--- src/rtl/wb_pkg.sv ---
// Shared types and constants for the two-master Wishbone memory arbiter.
package wb_pkg;

  localparam int DEF_DATA_WIDTH = 32;
  localparam int DEF_ADDR_WIDTH = 32;

  localparam logic M_HOST = 1'b0;
  localparam logic M_UART = 1'b1;

  typedef enum logic [1:0] {
    IDLE  = 2'd0,
    BUSY  = 2'd1,
    ABORT = 2'd2
  } arb_state_t;

  // Index of the master owning a one-hot {m1,m0} grant.
  function automatic logic grant_idx(input logic [1:0] grant);
    return grant[1] ? M_UART : M_HOST;
  endfunction

endpackage

--- src/rtl/wb_mem_arbiter_if.sv ---
// Bus bundle for the arbiter: both master ports and the shared slave port.
// The slave modport is the arbiter's view, the master modport the surrounding system's.
interface wb_mem_arbiter_if #(
  parameter int DATA_WIDTH = 32,
  parameter int ADDR_WIDTH = 32
);

  logic                  m0_cyc_i, m0_stb_i, m0_we_i;
  logic [ADDR_WIDTH-1:0] m0_adr_i;
  logic [DATA_WIDTH-1:0] m0_dat_i, m0_dat_o;
  logic                  m0_ack_o, m0_err_o;

  logic                  m1_cyc_i, m1_stb_i, m1_we_i;
  logic [ADDR_WIDTH-1:0] m1_adr_i;
  logic [DATA_WIDTH-1:0] m1_dat_i, m1_dat_o;
  logic                  m1_ack_o, m1_err_o;

  logic                  s_cyc_o, s_stb_o, s_we_o;
  logic [ADDR_WIDTH-1:0] s_adr_o;
  logic [DATA_WIDTH-1:0] s_dat_o, s_dat_i;
  logic                  s_ack_i;

  modport slave (
    input  m0_cyc_i, m0_stb_i, m0_we_i, m0_adr_i, m0_dat_i,
    output m0_dat_o, m0_ack_o, m0_err_o,
    input  m1_cyc_i, m1_stb_i, m1_we_i, m1_adr_i, m1_dat_i,
    output m1_dat_o, m1_ack_o, m1_err_o,
    output s_cyc_o, s_stb_o, s_we_o, s_adr_o, s_dat_o,
    input  s_dat_i, s_ack_i
  );

  modport master (
    output m0_cyc_i, m0_stb_i, m0_we_i, m0_adr_i, m0_dat_i,
    input  m0_dat_o, m0_ack_o, m0_err_o,
    output m1_cyc_i, m1_stb_i, m1_we_i, m1_adr_i, m1_dat_i,
    input  m1_dat_o, m1_ack_o, m1_err_o,
    input  s_cyc_o, s_stb_o, s_we_o, s_adr_o, s_dat_o,
    output s_dat_i, s_ack_i
  );

endinterface

--- src/rtl/wb_rr_picker.sv ---
// Combinational two-way round-robin selector returning a one-hot pick.
module wb_rr_picker
  import wb_pkg::*;
(
  input  logic [1:0] req,
  input  logic       last,
  output logic [1:0] pick
);

  // A tie goes to whichever master was not served last.
  always_comb begin
    pick = 2'b00;
    case (req)
      2'b01:   pick = 2'b01;
      2'b10:   pick = 2'b10;
      2'b11:   pick = (last == M_UART) ? 2'b01 : 2'b10;
      default: pick = 2'b00;
    endcase
  end

endmodule

--- src/rtl/wb_mem_arbiter.sv ---
// Two-master to one-slave Wishbone arbiter: round-robin, grant locked for the
// whole cycle, with a wait-state timeout that answers the stuck master with err.
module wb_mem_arbiter
  import wb_pkg::*;
#(
  parameter int DATA_WIDTH     = DEF_DATA_WIDTH,
  parameter int ADDR_WIDTH     = DEF_ADDR_WIDTH,
  parameter int TIMEOUT_CYCLES = 1024,
  parameter int CNT_WIDTH      = 11
) (
  input  logic              clk,
  input  logic              rst,
  wb_mem_arbiter_if.slave   bus,
  output logic [1:0]        o_grant,
  output logic              o_busy
);

  localparam logic [CNT_WIDTH-1:0] TO_LIMIT = CNT_WIDTH'(TIMEOUT_CYCLES);
  localparam logic [CNT_WIDTH-1:0] CNT_ONE  = CNT_WIDTH'(1);

  arb_state_t            state_r;
  logic [1:0]            grant_r;
  logic                  last_r;
  logic [CNT_WIDTH-1:0]  cnt_r;

  logic [1:0]            pick_s;
  logic                  g_cyc_s, g_stb_s, g_we_s;
  logic [ADDR_WIDTH-1:0] g_adr_s;
  logic [DATA_WIDTH-1:0] g_dat_s;
  logic [CNT_WIDTH-1:0]  cnt_inc_s;
  logic                  stall_s, expire_s, live_s, abort_s, ack_s, err_s;

  wb_rr_picker u_picker (
    .req  ({bus.m1_cyc_i, bus.m0_cyc_i}),
    .last (last_r),
    .pick (pick_s)
  );

  // Select the signals of whichever master currently holds the grant.
  always_comb begin
    g_cyc_s = 1'b0;
    g_stb_s = 1'b0;
    g_we_s  = 1'b0;
    g_adr_s = {ADDR_WIDTH{1'b0}};
    g_dat_s = {DATA_WIDTH{1'b0}};
    if (grant_r[1]) begin
      g_cyc_s = bus.m1_cyc_i;
      g_stb_s = bus.m1_stb_i;
      g_we_s  = bus.m1_we_i;
      g_adr_s = bus.m1_adr_i;
      g_dat_s = bus.m1_dat_i;
    end else if (grant_r[0]) begin
      g_cyc_s = bus.m0_cyc_i;
      g_stb_s = bus.m0_stb_i;
      g_we_s  = bus.m0_we_i;
      g_adr_s = bus.m0_adr_i;
      g_dat_s = bus.m0_dat_i;
    end else begin
      g_cyc_s = 1'b0;
    end
  end

  // Wait-state accounting; expiry is flagged on the stall that reaches the limit.
  always_comb begin
    cnt_inc_s = cnt_r + CNT_ONE;
    stall_s   = g_stb_s & ~bus.s_ack_i;
    expire_s  = (TIMEOUT_CYCLES != 0) && stall_s && (cnt_inc_s == TO_LIMIT);
  end

  // Arbitration FSM, grant ownership and timeout counter.
  always_ff @(posedge clk) begin
    if (!rst) begin
      state_r <= IDLE;
      grant_r <= 2'b00;
      last_r  <= M_UART;
      cnt_r   <= {CNT_WIDTH{1'b0}};
    end else begin
      case (state_r)
        IDLE: begin
          cnt_r <= {CNT_WIDTH{1'b0}};
          if (pick_s != 2'b00) begin
            grant_r <= pick_s;
            state_r <= BUSY;
          end else begin
            grant_r <= 2'b00;
            state_r <= IDLE;
          end
        end
        BUSY: begin
          if (!g_cyc_s) begin
            state_r <= IDLE;
            last_r  <= grant_idx(grant_r);
            grant_r <= 2'b00;
            cnt_r   <= {CNT_WIDTH{1'b0}};
          end else if (expire_s) begin
            state_r <= ABORT;
            cnt_r   <= {CNT_WIDTH{1'b0}};
          end else if (stall_s) begin
            cnt_r   <= cnt_inc_s;
          end else begin
            cnt_r   <= {CNT_WIDTH{1'b0}};
          end
        end
        ABORT: begin
          state_r <= IDLE;
          last_r  <= grant_idx(grant_r);
          grant_r <= 2'b00;
          cnt_r   <= {CNT_WIDTH{1'b0}};
        end
        default: begin
          state_r <= IDLE;
          grant_r <= 2'b00;
          cnt_r   <= {CNT_WIDTH{1'b0}};
        end
      endcase
    end
  end

  // Bus routing; reset low silences everything so a pending ack never escapes.
  always_comb begin
    live_s  = rst & (state_r == BUSY);
    abort_s = rst & (state_r == ABORT);
    ack_s   = live_s & g_cyc_s & g_stb_s & bus.s_ack_i;
    err_s   = abort_s & g_cyc_s & g_stb_s;

    bus.s_cyc_o = live_s & g_cyc_s;
    bus.s_stb_o = live_s & g_stb_s;
    bus.s_we_o  = live_s & g_we_s;
    bus.s_adr_o = live_s ? g_adr_s : {ADDR_WIDTH{1'b0}};
    bus.s_dat_o = live_s ? g_dat_s : {DATA_WIDTH{1'b0}};

    bus.m0_ack_o = ack_s & grant_r[0];
    bus.m0_err_o = err_s & grant_r[0];
    bus.m0_dat_o = (live_s & grant_r[0]) ? bus.s_dat_i : {DATA_WIDTH{1'b0}};
    bus.m1_ack_o = ack_s & grant_r[1];
    bus.m1_err_o = err_s & grant_r[1];
    bus.m1_dat_o = (live_s & grant_r[1]) ? bus.s_dat_i : {DATA_WIDTH{1'b0}};
  end

  assign o_grant = grant_r;
  assign o_busy  = (state_r == BUSY);

endmodule

--- src/flat_wrapper.sv ---
// flat-port wrapper written by rule: the top's interface ports become plain ports
module wb_mem_arbiter_flat import wb_pkg::*;
#(
  parameter int DATA_WIDTH     = DEF_DATA_WIDTH,
  parameter int ADDR_WIDTH     = DEF_ADDR_WIDTH,
  parameter int TIMEOUT_CYCLES = 1024,
  parameter int CNT_WIDTH      = 11
)
  (clk, rst, o_grant, o_busy, bus_m0_cyc_i, bus_m0_stb_i, bus_m0_we_i, bus_m0_adr_i, bus_m0_dat_i, bus_m0_dat_o, bus_m0_ack_o, bus_m0_err_o, bus_m1_cyc_i, bus_m1_stb_i, bus_m1_we_i, bus_m1_adr_i, bus_m1_dat_i, bus_m1_dat_o, bus_m1_ack_o, bus_m1_err_o, bus_s_cyc_o, bus_s_stb_o, bus_s_we_o, bus_s_adr_o, bus_s_dat_o, bus_s_dat_i, bus_s_ack_i);
  wb_mem_arbiter_if #(.DATA_WIDTH(DATA_WIDTH), .ADDR_WIDTH(ADDR_WIDTH)) bus_i ();
  input  logic clk;
  input  logic rst;
  output logic [1:0] o_grant;
  output logic o_busy;
  input wire logic [$bits(bus_i.m0_cyc_i)-1:0] bus_m0_cyc_i;
  input wire logic [$bits(bus_i.m0_stb_i)-1:0] bus_m0_stb_i;
  input wire logic [$bits(bus_i.m0_we_i)-1:0] bus_m0_we_i;
  input wire logic [$bits(bus_i.m0_adr_i)-1:0] bus_m0_adr_i;
  input wire logic [$bits(bus_i.m0_dat_i)-1:0] bus_m0_dat_i;
  output wire logic [$bits(bus_i.m0_dat_o)-1:0] bus_m0_dat_o;
  output wire logic [$bits(bus_i.m0_ack_o)-1:0] bus_m0_ack_o;
  output wire logic [$bits(bus_i.m0_err_o)-1:0] bus_m0_err_o;
  input wire logic [$bits(bus_i.m1_cyc_i)-1:0] bus_m1_cyc_i;
  input wire logic [$bits(bus_i.m1_stb_i)-1:0] bus_m1_stb_i;
  input wire logic [$bits(bus_i.m1_we_i)-1:0] bus_m1_we_i;
  input wire logic [$bits(bus_i.m1_adr_i)-1:0] bus_m1_adr_i;
  input wire logic [$bits(bus_i.m1_dat_i)-1:0] bus_m1_dat_i;
  output wire logic [$bits(bus_i.m1_dat_o)-1:0] bus_m1_dat_o;
  output wire logic [$bits(bus_i.m1_ack_o)-1:0] bus_m1_ack_o;
  output wire logic [$bits(bus_i.m1_err_o)-1:0] bus_m1_err_o;
  output wire logic [$bits(bus_i.s_cyc_o)-1:0] bus_s_cyc_o;
  output wire logic [$bits(bus_i.s_stb_o)-1:0] bus_s_stb_o;
  output wire logic [$bits(bus_i.s_we_o)-1:0] bus_s_we_o;
  output wire logic [$bits(bus_i.s_adr_o)-1:0] bus_s_adr_o;
  output wire logic [$bits(bus_i.s_dat_o)-1:0] bus_s_dat_o;
  input wire logic [$bits(bus_i.s_dat_i)-1:0] bus_s_dat_i;
  input wire logic [$bits(bus_i.s_ack_i)-1:0] bus_s_ack_i;
  assign bus_i.m0_cyc_i = bus_m0_cyc_i;
  assign bus_i.m0_stb_i = bus_m0_stb_i;
  assign bus_i.m0_we_i = bus_m0_we_i;
  assign bus_i.m0_adr_i = bus_m0_adr_i;
  assign bus_i.m0_dat_i = bus_m0_dat_i;
  assign bus_m0_dat_o = bus_i.m0_dat_o;
  assign bus_m0_ack_o = bus_i.m0_ack_o;
  assign bus_m0_err_o = bus_i.m0_err_o;
  assign bus_i.m1_cyc_i = bus_m1_cyc_i;
  assign bus_i.m1_stb_i = bus_m1_stb_i;
  assign bus_i.m1_we_i = bus_m1_we_i;
  assign bus_i.m1_adr_i = bus_m1_adr_i;
  assign bus_i.m1_dat_i = bus_m1_dat_i;
  assign bus_m1_dat_o = bus_i.m1_dat_o;
  assign bus_m1_ack_o = bus_i.m1_ack_o;
  assign bus_m1_err_o = bus_i.m1_err_o;
  assign bus_s_cyc_o = bus_i.s_cyc_o;
  assign bus_s_stb_o = bus_i.s_stb_o;
  assign bus_s_we_o = bus_i.s_we_o;
  assign bus_s_adr_o = bus_i.s_adr_o;
  assign bus_s_dat_o = bus_i.s_dat_o;
  assign bus_i.s_dat_i = bus_s_dat_i;
  assign bus_i.s_ack_i = bus_s_ack_i;
  wb_mem_arbiter #(.DATA_WIDTH(DATA_WIDTH), .ADDR_WIDTH(ADDR_WIDTH), .TIMEOUT_CYCLES(TIMEOUT_CYCLES), .CNT_WIDTH(CNT_WIDTH)) u_core (.clk(clk), .rst(rst), .bus(bus_i), .o_grant(o_grant), .o_busy(o_busy));
endmodule
--- config.mk ---
export PLATFORM = sky130hd
export DESIGN_NAME = wb_mem_arbiter_flat
export DESIGN_NICKNAME = d
export VERILOG_FILES = /design/src/rtl/wb_pkg.sv /design/src/rtl/wb_mem_arbiter_if.sv /design/src/rtl/wb_rr_picker.sv /design/src/rtl/wb_mem_arbiter.sv /design/src/flat_wrapper.sv
export SDC_FILE = /design/constraint.sdc
export NUM_CORES = 1
export LEC_CHECK = 0
export CAP_MARGIN = 10
export CORE_AREA = 4 4 116 118
export DETAILED_ROUTE_END_ITERATION = 7
export DIE_AREA = 0 0 120 122
export GPL_TIMING_DRIVEN = 0
export RECOVER_POWER = 50
export SKIP_LAST_GASP = 1
export SLEW_MARGIN = 30
export SYNTH_ARGS = -nofsm -noshare
export SYNTH_HDL_FRONTEND = slang
export SYNTH_SLANG_ARGS = --single-unit
--- constraint.sdc ---
create_clock -name clk -period 1.92 [get_ports clk]
set_input_delay 0.384 -clock clk [delete_from_list [all_inputs] [get_ports clk]]
set_output_delay 0.384 -clock clk [all_outputs]
set_load 0.01 [all_outputs]
==> run metrics <==
status=complete, but fails checks; violated checks=negative setup slack; crit-path max cell delay=0.33 ns; Main synth FF type=dfxtp_1; pwr dens=229 nW/um2; number of cell rows=41; leak pwr=2.82 nW; WHS=0.451 ns; Comb power frac=47.1%; gr usage total=20.4%; Avg Vias per Cell=4.46; CTS tree=done; Final nets=804; Syn Inst Count=276; startpoint types=flip-flop; Inst Count DP=753; Synth area leader=a22o_1; routing usage on met1=25.8%; I/O pin total=307; Post-DRT Antenna Nets=0; Final min period=2.14 ns; Starting Density=16.5%; most used cell, CP=buf_6; clk sinks=16; core area=12500 um2; post-synthesis async set-or-reset flop share=0%; drt total wl=16700 um; period utilization=112%; start point of the critical path=u_core.state_r[1]; Via Count=3581; Yosys top cell area share=27.7%; worst-margin pin slew=0.381 ns; Final Hold Vio Count=0; CP endpoint=bus_s_dat_o[17]; Initial DRC Count=188; Hold Crit Class=primary input to flip-flop; Post-CTS Hold Fix Bufs=0; # DRC=0; Pre-antenna DRT Iters=4; Post-synth top cells=68 x and2_1, 65 x a22o_1, 16 x dfxtp_1; Post-synth EDFFs=0; IO buf count=305; Root Buffer=clkbuf_16; Rel. slew slack=74.6%; Max Slew Vio Count=0; final setup skew=0.00347 ns; synth top area cells=a22o_1 28%, and2_1 21%, dfxtp_1 16%, nor2_1 2.7%, nand3_1 2.7%; vias in the first global route=3520; Worst VDD drop=0.238 mV; Area Growth Syn to Fin=202%; Netlist cell types=39; Worst Path Class, Setup=flip-flop to output pin; RePlAce Congestion=0.846; share of cells above drive strength 1=46.8%; final setup fails=125; Crit Path Max Fanout=5; Inserted Clock Buffers=3; Yosys reg bits=16; Internal=1.07 mW; CP required=1.54 ns; Post-DP HPWL=12800 um; sequential area share after synthesis=15.6%; Hold Path Depth=2; layer with the highest usage=met2; Place WS=-0.808 ns; r2r worst-path depth=8; met3 usage=3.57%; sw frac=24.8%; die area=14600 um2; CP Capture Type=output pin; Crit-path slowest cell=dfxtp_1; Post-Syn Area per Cell=7.45 um2; NetSw=0.353 mW; H-tree lvl count=1; Non-Filler Cell Area, Final=6220 um2; reg2reg setup slack=0.11 ns; critical-path cell list=nor2b_1 > buf_4 > nand3_4 > nor2_4 > buf_6 > buf_8 > buf_6 > a22o_1 > buf_6; die boundary width=120 um; setup ws final=-0.223 ns; Clk network pwr share=28.7%; utilization after layout=49.9%; Synthesized Nets=447; Chip Height=122 um; Worst EP arrival=1.76 ns; reg2reg start=u_core.cnt_r[0]; most numerous cell in the Yosys netlist=and2_1; placed cell areas=5330 um2; final std cells w/o fill=803; total gr overflow=0; first-pass GRT wire length=22900 um; Seq pwr share=24.2%; Tot Pwr=1.43 mW; initial antenna violation count=0; Max clock buf depth=2; Final TNS setup=-16.20 ns; Netlist Area Pre-Place=2060 um2; worst r2r dst=u_core.state_r[0]; M2 GR Usage=36.0%; f_max=0.467 GHz; clk_lat worst skew=0.25 ns; max cap viols=0; largest net degree at the start of global routing=11; RSZ-0062 raised after global routing=yes; post-DR wirelength/cell=20.8 um; Reg clk slew, reported paths=0.05 ns; synth warn=0; Antenna diodes=0
==> logic make-up (layout without fill, tap and decap cells) <==
group	after synthesis	in the layout	share of synthesized area, %
simple gates	132	133	37.8
buf+inv	32	386	7.36
compound gates	85	85	34.1
flops	16	16	15.6
fa+ha+maj	2	2	1.22
mux	1	1	0.487
xor+xnor	8	8	3.41
==> routing by layer <==
metal / wire length, um / vias to the layer above
met5: 0 / -
met4: 279 / 0
met3: 992 / 16
met2: 8730 / 123
met1: 6700 / 1707
li1: - / 1735
==> layout make-up <==
class                   count  area [um2]
inverters                   4        15.0
fillers                  1229        6240
plain buffers              26         328
well taps                 172         215
multi-input cells         229        1820
flip-flops and latches     16         337
clock buffers               3        75.1
repair buffers            353        3430
==> critical path, delay by kind of cell (launching register included) <==
kind                   cells  cell delay [ns]
AOI/OAI and AO/OA          1             0.18
DFF                        1             0.33
buffers and inverters      5             0.65
and+or+nand+nor            3             0.35
==> cell usage in the layout, fill, tap and decap left out, types with 3 or more instances in the layout <==
| cell | netlist | final |
|---|---|---|
| dfxtp_4 | 0 | 4 |
| nand2_1 | 13 | 13 |
| clkbuf_16 | 0 | 5 |
| clkdlybuf4s50_1 | 0 | 165 |
| buf_8 | 0 | 19 |
| xnor2_1 | 4 | 4 |
| buf_12 | 0 | 5 |
| nand3_1 | 11 | 8 |
| dfxtp_1 | 16 | 11 |
| a21oi_1 | 4 | 3 |
| clkbuf_2 | 3 | 6 |
| and3_4 | 0 | 3 |
| and2_1 | 68 | 6 |
| inv_1 | 4 | 3 |
| buf_2 | 10 | 48 |
| o21ai_0 | 5 | 4 |
| buf_6 | 1 | 90 |
| nor2_1 | 15 | 14 |
| dlygate4sd2_1 | 0 | 3 |
| buf_4 | 2 | 35 |
| a22o_1 | 65 | 65 |
| xor2_1 | 4 | 4 |
| nand3b_1 | 4 | 4 |
| nor3_1 | 4 | 4 |
| and2_4 | 0 | 62 |
==> flip-flops by register name, indices dropped and copies added, names as in the netlist <==
signal	cells
u_core.cnt_r	11
u_core.o_grant	2
u_core.state_r	2
u_core.last_r	1
==> how the worst min path moves through the flow <==
stage                                from              end
final                                 rst    u_core.last_r
after global routing      u_core.cnt_r[0]  u_core.cnt_r[0]
after CTS                             rst    u_core.last_r
after detailed placement    u_core.last_r    u_core.last_r
after global placement      u_core.last_r    u_core.last_r
after floorplan             u_core.last_r    u_core.last_r
==> power by group through the flow <==
stage	sequential, mW	clock (mW)	combinational (mW)
3_5_place_dp	0.353	0	0.581
3_3_place_gp	0.352	0	0.577
5_1_grt	0.346	0.438	0.707
2_1_floorplan	0.352	0	0.108
6_report	0.345	0.409	0.673
4_1_cts	0.348	0.415	0.639
==> timing repair <==
| item | CTS | global route |
|---|---|---|
| cloned | 13 | 2 |
| setup endpoints to repair | 141 | 140 |
| pin swaps | 60 | 15 |
| buffers inserted | 24 | 14 |
| resized for setup | 728 | 112 |
Power figures use the tool's default switching activity.
